<file path="src/rtl/uart_frame_gen.sv">
// UART frame generator: transmit FIFO feeding a serializer that emits start,
// data, optional parity and one or two stop bits at a programmable bit rate.
module uart_frame_gen #(
  parameter int unsigned DATA_WIDTH = 8,
  parameter int unsigned DEPTH      = 4,
  parameter int unsigned PRESCALE_W = 6
) (
  input  logic                         clk_i,
  input  logic                         rst_i,
  input  logic                         wr_en_i,
  input  logic [DATA_WIDTH-1:0]        wr_data_i,
  input  logic                         par_en_i,
  input  logic                         par_typ_i,
  input  logic                         stop2_i,
  input  logic                         msb_first_i,
  input  logic [PRESCALE_W-1:0]        prescale_i,
  output logic                         tx_out_o,
  output logic                         busy_o,
  output logic                         full_o,
  output logic                         empty_o,
  output logic [$clog2(DEPTH+1)-1:0]   count_o,
  output logic                         ovf_o,
  output logic                         frame_done_o
);

  localparam int unsigned PTR_W = $clog2(DEPTH);
  localparam int unsigned CNT_W = $clog2(DEPTH + 1);
  localparam int unsigned IDX_W = $clog2(DATA_WIDTH);

  localparam logic [2:0] S_IDLE   = 3'd0;
  localparam logic [2:0] S_START  = 3'd1;
  localparam logic [2:0] S_DATA   = 3'd2;
  localparam logic [2:0] S_PARITY = 3'd3;
  localparam logic [2:0] S_STOP   = 3'd4;

  logic [DATA_WIDTH-1:0] mem_q [DEPTH];
  logic [PTR_W-1:0]      wr_ptr_q, rd_ptr_q;
  logic [CNT_W-1:0]      count_q, count_d;
  logic                  full_q, empty_q, ovf_q;

  logic [2:0]            state_q, state_d;
  logic [PRESCALE_W-1:0] cyc_q, cyc_d;
  logic [IDX_W-1:0]      idx_q, idx_d;
  logic [DATA_WIDTH-1:0] data_q;
  logic                  par_en_q, par_typ_q, stop2_q, msb_q;
  logic [PRESCALE_W-1:0] presc_q;
  logic                  tx_out_q, tx_out_d;
  logic                  busy_q, frame_done_q, frame_done_d;

  logic                  push, pop, bit_end;
  logic [PRESCALE_W-1:0] presc_eff;
  logic [IDX_W-1:0]      sel;

  assign push      = wr_en_i & ~full_q & ~rst_i;
  assign presc_eff = (prescale_i == '0) ? PRESCALE_W'(1) : prescale_i;
  assign bit_end   = (cyc_q == presc_q - PRESCALE_W'(1));
  assign count_d   = count_q + CNT_W'(push) - CNT_W'(pop);

  // Next-state, bit timing and registered-output precompute
  always_comb begin
    state_d      = state_q;
    cyc_d        = cyc_q;
    idx_d        = idx_q;
    pop          = 1'b0;
    tx_out_d     = 1'b1;
    frame_done_d = 1'b0;
    sel          = '0;
    case (state_q)
      S_IDLE: begin
        if (!empty_q) begin
          pop     = 1'b1;
          state_d = S_START;
          cyc_d   = '0;
          idx_d   = '0;
        end
      end
      S_START: begin
        if (bit_end) begin
          state_d = S_DATA;
          cyc_d   = '0;
          idx_d   = '0;
        end else begin
          cyc_d = cyc_q + PRESCALE_W'(1);
        end
      end
      S_DATA: begin
        if (bit_end) begin
          cyc_d = '0;
          if (idx_q == IDX_W'(DATA_WIDTH - 1)) begin
            idx_d   = '0;
            state_d = par_en_q ? S_PARITY : S_STOP;
          end else begin
            idx_d = idx_q + IDX_W'(1);
          end
        end else begin
          cyc_d = cyc_q + PRESCALE_W'(1);
        end
      end
      S_PARITY: begin
        if (bit_end) begin
          state_d = S_STOP;
          cyc_d   = '0;
          idx_d   = '0;
        end else begin
          cyc_d = cyc_q + PRESCALE_W'(1);
        end
      end
      S_STOP: begin
        if (bit_end) begin
          cyc_d = '0;
          if (idx_q == IDX_W'(stop2_q)) begin
            idx_d = '0;
            // Chain straight into the next start bit when more data is queued
            if (!empty_q) begin
              pop     = 1'b1;
              state_d = S_START;
            end else begin
              state_d = S_IDLE;
            end
          end else begin
            idx_d = idx_q + IDX_W'(1);
          end
        end else begin
          cyc_d = cyc_q + PRESCALE_W'(1);
        end
      end
      default: begin
        state_d = S_IDLE;
        cyc_d   = '0;
        idx_d   = '0;
      end
    endcase

    sel = msb_q ? (IDX_W'(DATA_WIDTH - 1) - idx_d) : idx_d;
    case (state_d)
      S_START:  tx_out_d = 1'b0;
      S_DATA:   tx_out_d = data_q[sel];
      S_PARITY: tx_out_d = (^data_q) ^ par_typ_q;
      default:  tx_out_d = 1'b1;
    endcase

    frame_done_d = (state_d == S_STOP) && (idx_d == IDX_W'(stop2_q)) &&
                   (cyc_d == presc_q - PRESCALE_W'(1));
  end

  always_ff @(posedge clk_i) begin
    if (push) begin
      mem_q[wr_ptr_q] <= wr_data_i;
    end
  end

  always_ff @(posedge clk_i) begin
    if (rst_i) begin
      state_q      <= S_IDLE;
      cyc_q        <= '0;
      idx_q        <= '0;
      tx_out_q     <= 1'b1;
      busy_q       <= 1'b0;
      frame_done_q <= 1'b0;
      ovf_q        <= 1'b0;
      wr_ptr_q     <= '0;
      rd_ptr_q     <= '0;
      count_q      <= '0;
      full_q       <= 1'b0;
      empty_q      <= 1'b1;
      data_q       <= '0;
      par_en_q     <= 1'b0;
      par_typ_q    <= 1'b0;
      stop2_q      <= 1'b0;
      msb_q        <= 1'b0;
      presc_q      <= PRESCALE_W'(1);
    end else begin
      state_q      <= state_d;
      cyc_q        <= cyc_d;
      idx_q        <= idx_d;
      tx_out_q     <= tx_out_d;
      busy_q       <= (state_d != S_IDLE);
      frame_done_q <= frame_done_d;
      ovf_q        <= wr_en_i & full_q;
      count_q      <= count_d;
      full_q       <= (count_d == CNT_W'(DEPTH));
      empty_q      <= (count_d == '0);
      if (push) begin
        wr_ptr_q <= wr_ptr_q + PTR_W'(1);
      end
      // Frame configuration is frozen at pop time
      if (pop) begin
        rd_ptr_q  <= rd_ptr_q + PTR_W'(1);
        data_q    <= mem_q[rd_ptr_q];
        par_en_q  <= par_en_i;
        par_typ_q <= par_typ_i;
        stop2_q   <= stop2_i;
        msb_q     <= msb_first_i;
        presc_q   <= presc_eff;
      end
    end
  end

  assign tx_out_o     = tx_out_q;
  assign busy_o       = busy_q;
  assign full_o       = full_q;
  assign empty_o      = empty_q;
  assign count_o      = count_q;
  assign ovf_o        = ovf_q;
  assign frame_done_o = frame_done_q;

endmodule

</file>
<file path="config.mk">
export PLATFORM = sky130hd
export DESIGN_NAME = uart_frame_gen
export DESIGN_NICKNAME = d
export VERILOG_FILES = /design/src/rtl/uart_frame_gen.sv
export SDC_FILE = /design/constraint.sdc
export NUM_CORES = 1
export LEC_CHECK = 0
export BUFFER_PORTS_ARGS = -buffer_cell sky130_fd_sc_hd__buf_2
export CAP_MARGIN = 20
export CORE_ASPECT_RATIO = 1.2
export CORE_MARGIN = 5
export CORE_UTILIZATION = 36
export DETAILED_ROUTE_END_ITERATION = 8
export PLACE_DENSITY = 0.63
export SLEW_MARGIN = 20
export SYNTH_ARGS = -nofsm -noshare
export SYNTH_HDL_FRONTEND = slang
export SYNTH_SLANG_ARGS = --single-unit
</file>
<file path="constraint.sdc">
create_clock -name clk_i -period 3.8 [get_ports clk_i]
set_clock_uncertainty 0.15 [all_clocks]
set_input_delay 0.76 -clock clk_i [delete_from_list [all_inputs] [get_ports clk_i]]
set_output_delay 0.76 -clock clk_i [all_outputs]
set_load 0.005 [all_outputs]
</file>
# == Yosys cells after proc, flatten, opt, wreduce, memory -nomap -nowiden ==
# Memory sizes are Yosys's and may differ from the RTL's. A register that Yosys moved wholly into a read port is not among the register bits.
# Cells that the tools add are included.
# word_totals
word_cells,87
output_inout_bits,9
n_memories,1
inputBits,21
regBits,35
ram_bits,32
# classes
reduce_logical,9
magnitude_cmp,1
mux,31
bitwise_logic,6
eq_ne,14
addsub,8
# memory_table
memory,depth,width,read_ports,rd_ports_with_merged_regs,write_ports,line_no,source
mem_q,4,8,1,1,1,36,logic [DATA_WIDTH-1:0] mem_q [DEPTH];
# ops
cell,n
$mux W3,15
$mux W6,3
$pmux W3 S5,1
$eq A3 B2 Y1 const B,4
$eq A3 B3 Y1 const B,4
$eq A6 B6 Y1,2
$pmux W3 S4,1
$pmux W6 S2,1
$reduce_xor A8 Y1,1
$mux W1,7
$add A6 B1 Y6 const B,1
$eq A3 B1 Y1,2
$eq A3 B1 Y1 const B,2
$logic_not A3 Y1,2
$logic_not A6 Y1,1
$sub A6 B1 Y6 const B,1
$add A2 B1 Y2 const B,2
$lt A3 B4 Y1 const B,1
$reduce_or A4 Y1,1
$add A3 B1 Y3,1
$add A3 B1 Y3 const B,1
$and A1 B1 Y1,3
$bmux W1 S3,1
$pmux W1 S3,1
other kinds (8),10

# == Longest topological paths before layout ==
# logic_depth
ltp_word,9
ltp_mapped,16
ltp_nobuf,15

# == Worst setup path before layout ==
# Ideal clock, no wire load.
# synth_timing
path_kind,reg2reg
startpoint,register presc_q[0]
endpoint,register full_q (netlist: full_o)
required_time_ns,3.534
n_path_buf,1
t_arrival_ns,3.351
setup_ns,0.116
period_less_slack_ns,3.617
path_slack_ns,0.183
stages_incl_launch_ff,15
path_cell_list,dfxtp_1 > nor3_2 > nor3b_2 > xnor3_1 > a31oi_1 > clkbuf_1 > inv_1 > ha_1 > inv_1 > ha_1 > inv_1 > fa_1 > xnor2_1 > nor2_1 > and3_1
# synth_between
elab_chain_len,6
# synth_lines
element,line_no,source
from (decl),46,logic [PRESCALE_W-1:0] presc_q;
from (signal assigned),194,presc_q <= presc_eff;
$sub A6 B1 Y6,56,assign bit_end = (cyc_q == presc_q - PRESCALE_W'(1));
$eq A6 B6 Y1,56,
$mux W1,109,if (bit_end) begin
$pmux W1 S2,68,case (state_q)
named net pop,50,"logic push, pop, bit_end;"
$sub A3 B1 Y3,57,assign count_d = count_q + CNT_W'(push) - CNT_W'(pop);
$eq A3 B3 Y1,181,full_q <= (count_d == CNT_W'(DEPTH));
to (signal assigned),181,
to (decl),39,"logic full_q, empty_q, ovf_q;"
# The timed path passes the listed nets, and every way through them passes these cells.
# A chain may end at the register's enable or synchronous reset.

# == Final worst setup path ==
# Same ends and word-level chain as after synthesis.

==> results.sh <==
export IMPL_outcome="finished clean"
export IMPL_worstSetupStartpointType="flip-flop"
export IMPL_worstSetupPathType="reg2reg"
export IMPL_setup_violations=0
export IMPL_antenna_cells=0
export IMPL_synth_ff_type="dfxtp_1"
export IMPL_post_cts_buffers=0
export IMPL_synth_edf_count=32
export IMPL_antenna_found_initial=0
export IMPL_syn_avg_cell_area_um2=11.2
export IMPL_netlist_area_um2=3820
export IMPL_internal_power_w=0.00224
export IMPL_clockBufferDepth=2
export IMPL_cap_violations=0
export IMPL_htree_levels=3
export IMPL_crit_start="presc_q[0]"
export IMPL_fin_crit_sh=0.857
export IMPL_post_route_min_period_ns=3.26
export IMPL_grt_pass1_wl_mm=13.1
export IMPL_start_util=0.365
export IMPL_critPathMaxFanout=7
export IMPL_synth_area_top_cells="edfxtp_1 (25%), dfxtp_1 (23%), xnor2_1 (6.0%)"
export IMPL_drt_wl_total_mm=7.69
export IMPL_async_flop_share=0
export IMPL_clkPwrFrac=0.240
export IMPL_vias=2637
export IMPL_worstMarginPinSlew_ns=0.585
export IMPL_yosys_area_top_type="edfxtp_1"
export IMPL_cp_cell_sequence="nor3_2 -> nor3b_2 -> xnor3_1 -> a31oi_4 -> inv_1 -> ha_1 -> inv_1 -> ha_1 -> inv_1 -> fa_1 -> xnor2_1 -> nor2_1 -> and3_1"
export IMPL_ir_drop_uv=483
export IMPL_fmax_mhz=307
export IMPL_clock_latency_ns=0.34
export IMPL_grt_usage=0.130
export IMPL_die_area_um2=12800
export IMPL_slew_headroom=0.605
export IMPL_numCtsBuffers=9
export IMPL_leakage_nw=1.70
export IMPL_drc=0
export IMPL_clk_pin_slew_ns=0.06
export IMPL_crit_path_end_kind="flip-flop"
export IMPL_die_y_um=123
export IMPL_area_growth_pct=15.6
export IMPL_cts_resized=0
export IMPL_hold_viol_final=0
export IMPL_first_pass_iters=4
export IMPL_worstPathArrival_ns=3.34
export IMPL_hpwl_mm=5.69
export IMPL_setup_tns_ns=0
export IMPL_cp_num_buf_inv=3
export IMPL_p_seq_frac=0.333
export IMPL_whs_ns=0.367
export IMPL_drt_iter0_drc=118
export IMPL_ant_nets=0
export IMPL_postCtsHoldBufs=0
export IMPL_viasPerCell=5.21
export IMPL_die_x_um=104
export IMPL_syn_inst=342
export IMPL_cts_sinks=75
export IMPL_rows=41
export IMPL_cts_tree="yes"
export IMPL_min_path_type="reg2reg"
export IMPL_critical_path_most_common_cell="inv_1"
export IMPL_core_area_um2=10500
export IMPL_ios=30
export IMPL_grt_start_max_net_pins=33
export IMPL_ys_ff_latch=75
export IMPL_p_sw_frac=0.379
export IMPL_synthDistinctLibCells=59
export IMPL_gp_congestion=0.861
export IMPL_yosysWarnings=0
export IMPL_portBuffers=29
export IMPL_nNetsFinal=404
export IMPL_timing_rr_start="presc_q[0]"
export IMPL_path_delay_family="simple AND/OR/NAND/NOR gates"
export IMPL_combinationalPowerShare=0.428
export IMPL_switching_power_w=0.00136
export IMPL_synthTopCellsByCount="dfxtp_1 (43), edfxtp_1 (32), nor2_1 (30), xnor2_1 (26), mux2i_1 (18)"
export IMPL_hold_start="full_o"
export IMPL_grt_pass1_vias=2678
export IMPL_critical_path_max_stage_delay_ns=0.41
export IMPL_yosys_cell_count_top_type="dfxtp_1"
export IMPL_grt_ovfl_total=0
export IMPL_drive_gt1_frac=0.188
export IMPL_worst_ep_required_time_ns=3.88
export IMPL_syn_num_nets=374
export IMPL_power_density_nw_per_um2=816
export IMPL_rsz0062_at_grt="false"
export IMPL_root_buffer="clkbuf_16"
export IMPL_ys_seq_area_frac=0.477
export IMPL_cp_slowest_cell="xnor3_1"
export IMPL_routedWlPerCell_um=15.2
export IMPL_slew_violations=0
export IMPL_synth_top_area_frac=0.252
flip-flops by register name, summed over array words and instances, names as in the netlist, 2 cells and up:
register  cells
mem_q        32
data_q        8
cyc_q         6
presc_q       6
count_o       3
idx_q         3
state_q       3
rd_ptr_q      2
wr_ptr_q      2
path summary, 6_finish.rpt:
check | end | slack [ns] | cells after the start
hold reg to reg | ovf_o | 0.37 | 1
hold / removal | ovf_o | 0.37 | 1
setup reg to reg | full_o | 0.54 | 13
setup / recovery | full_o | 0.54 | 13
layout by cell type, fill, tap and decap left out, types with 5 or more instances in the layout:
cell | netlist | routed
clkbuf_16 | 0 | 9
xor2_1 | 8 | 8
buf_4 | 0 | 5
xnor2_1 | 26 | 26
ha_1 | 10 | 10
nand2_1 | 12 | 12
or3_1 | 6 | 6
nand3_1 | 7 | 7
mux4_2 | 8 | 8
and2_1 | 15 | 15
mux2i_1 | 18 | 18
buf_2 | 1 | 29
a21oi_1 | 8 | 8
nor2_1 | 30 | 30
nand4_1 | 5 | 5
nor2b_1 | 8 | 8
edfxtp_1 | 32 | 32
o21ai_0 | 9 | 9
inv_1 | 15 | 15
dfxtp_1 | 43 | 43
logic make-up after synthesis:
logic type,synth area share
compound gates,0.0986
xor+xnor,0.0897
fa+ha+maj,0.0380
buf+inv,0.0318
flops,0.477
mux,0.0973
simple gates,0.168
stage by stage:
step                instances  power, W  utilization  area, µm²  setup slack, ns
floorplan                 342   0.00239            -       3820            0.183
global placement          490   0.00275        0.393       4110            0.604
finish                    506   0.00360        0.422       4410            0.542
global route              506   0.00386        0.422       4410            0.260
detailed placement        490   0.00276        0.393       4110            0.556
CTS                       506   0.00364        0.422       4410            0.509
final cells by class:
type / instances / area (µm²)
clock buffer: 10 / 229
clock inverter: 6 / 71.3
fill: 1029 / 6050
inverter: 15 / 56.3
multi-input combinational: 237 / 1890
sequential: 75 / 1820
tap: 129 / 161
timing repair buffer: 34 / 183
per-layer routing:
| layer | up-vias | GRT usage | share of wire |
|---|---|---|---|
| met5 | - | 0 | 0 |
| met4 | 0 | 0.0599 | 0.018 |
| li1 | 1318 | - | - |
| met2 | 48 | 0.225 | 0.51 |
| met3 | 10 | 0.0289 | 0.033 |
| met1 | 1261 | 0.154 | 0.44 |
power groups by stage:
stage          registers (W)  clock network [W]  logic (W)
6_report             0.00120           0.000864    0.00154
5_1_grt              0.00123           0.000926    0.00171
4_1_cts              0.00121           0.000881    0.00155
3_5_place_dp         0.00122                  0    0.00154
3_3_place_gp         0.00122                  0    0.00153
2_1_floorplan        0.00113                  0    0.00126
Note: power is estimated with default switching activity, not from simulation.
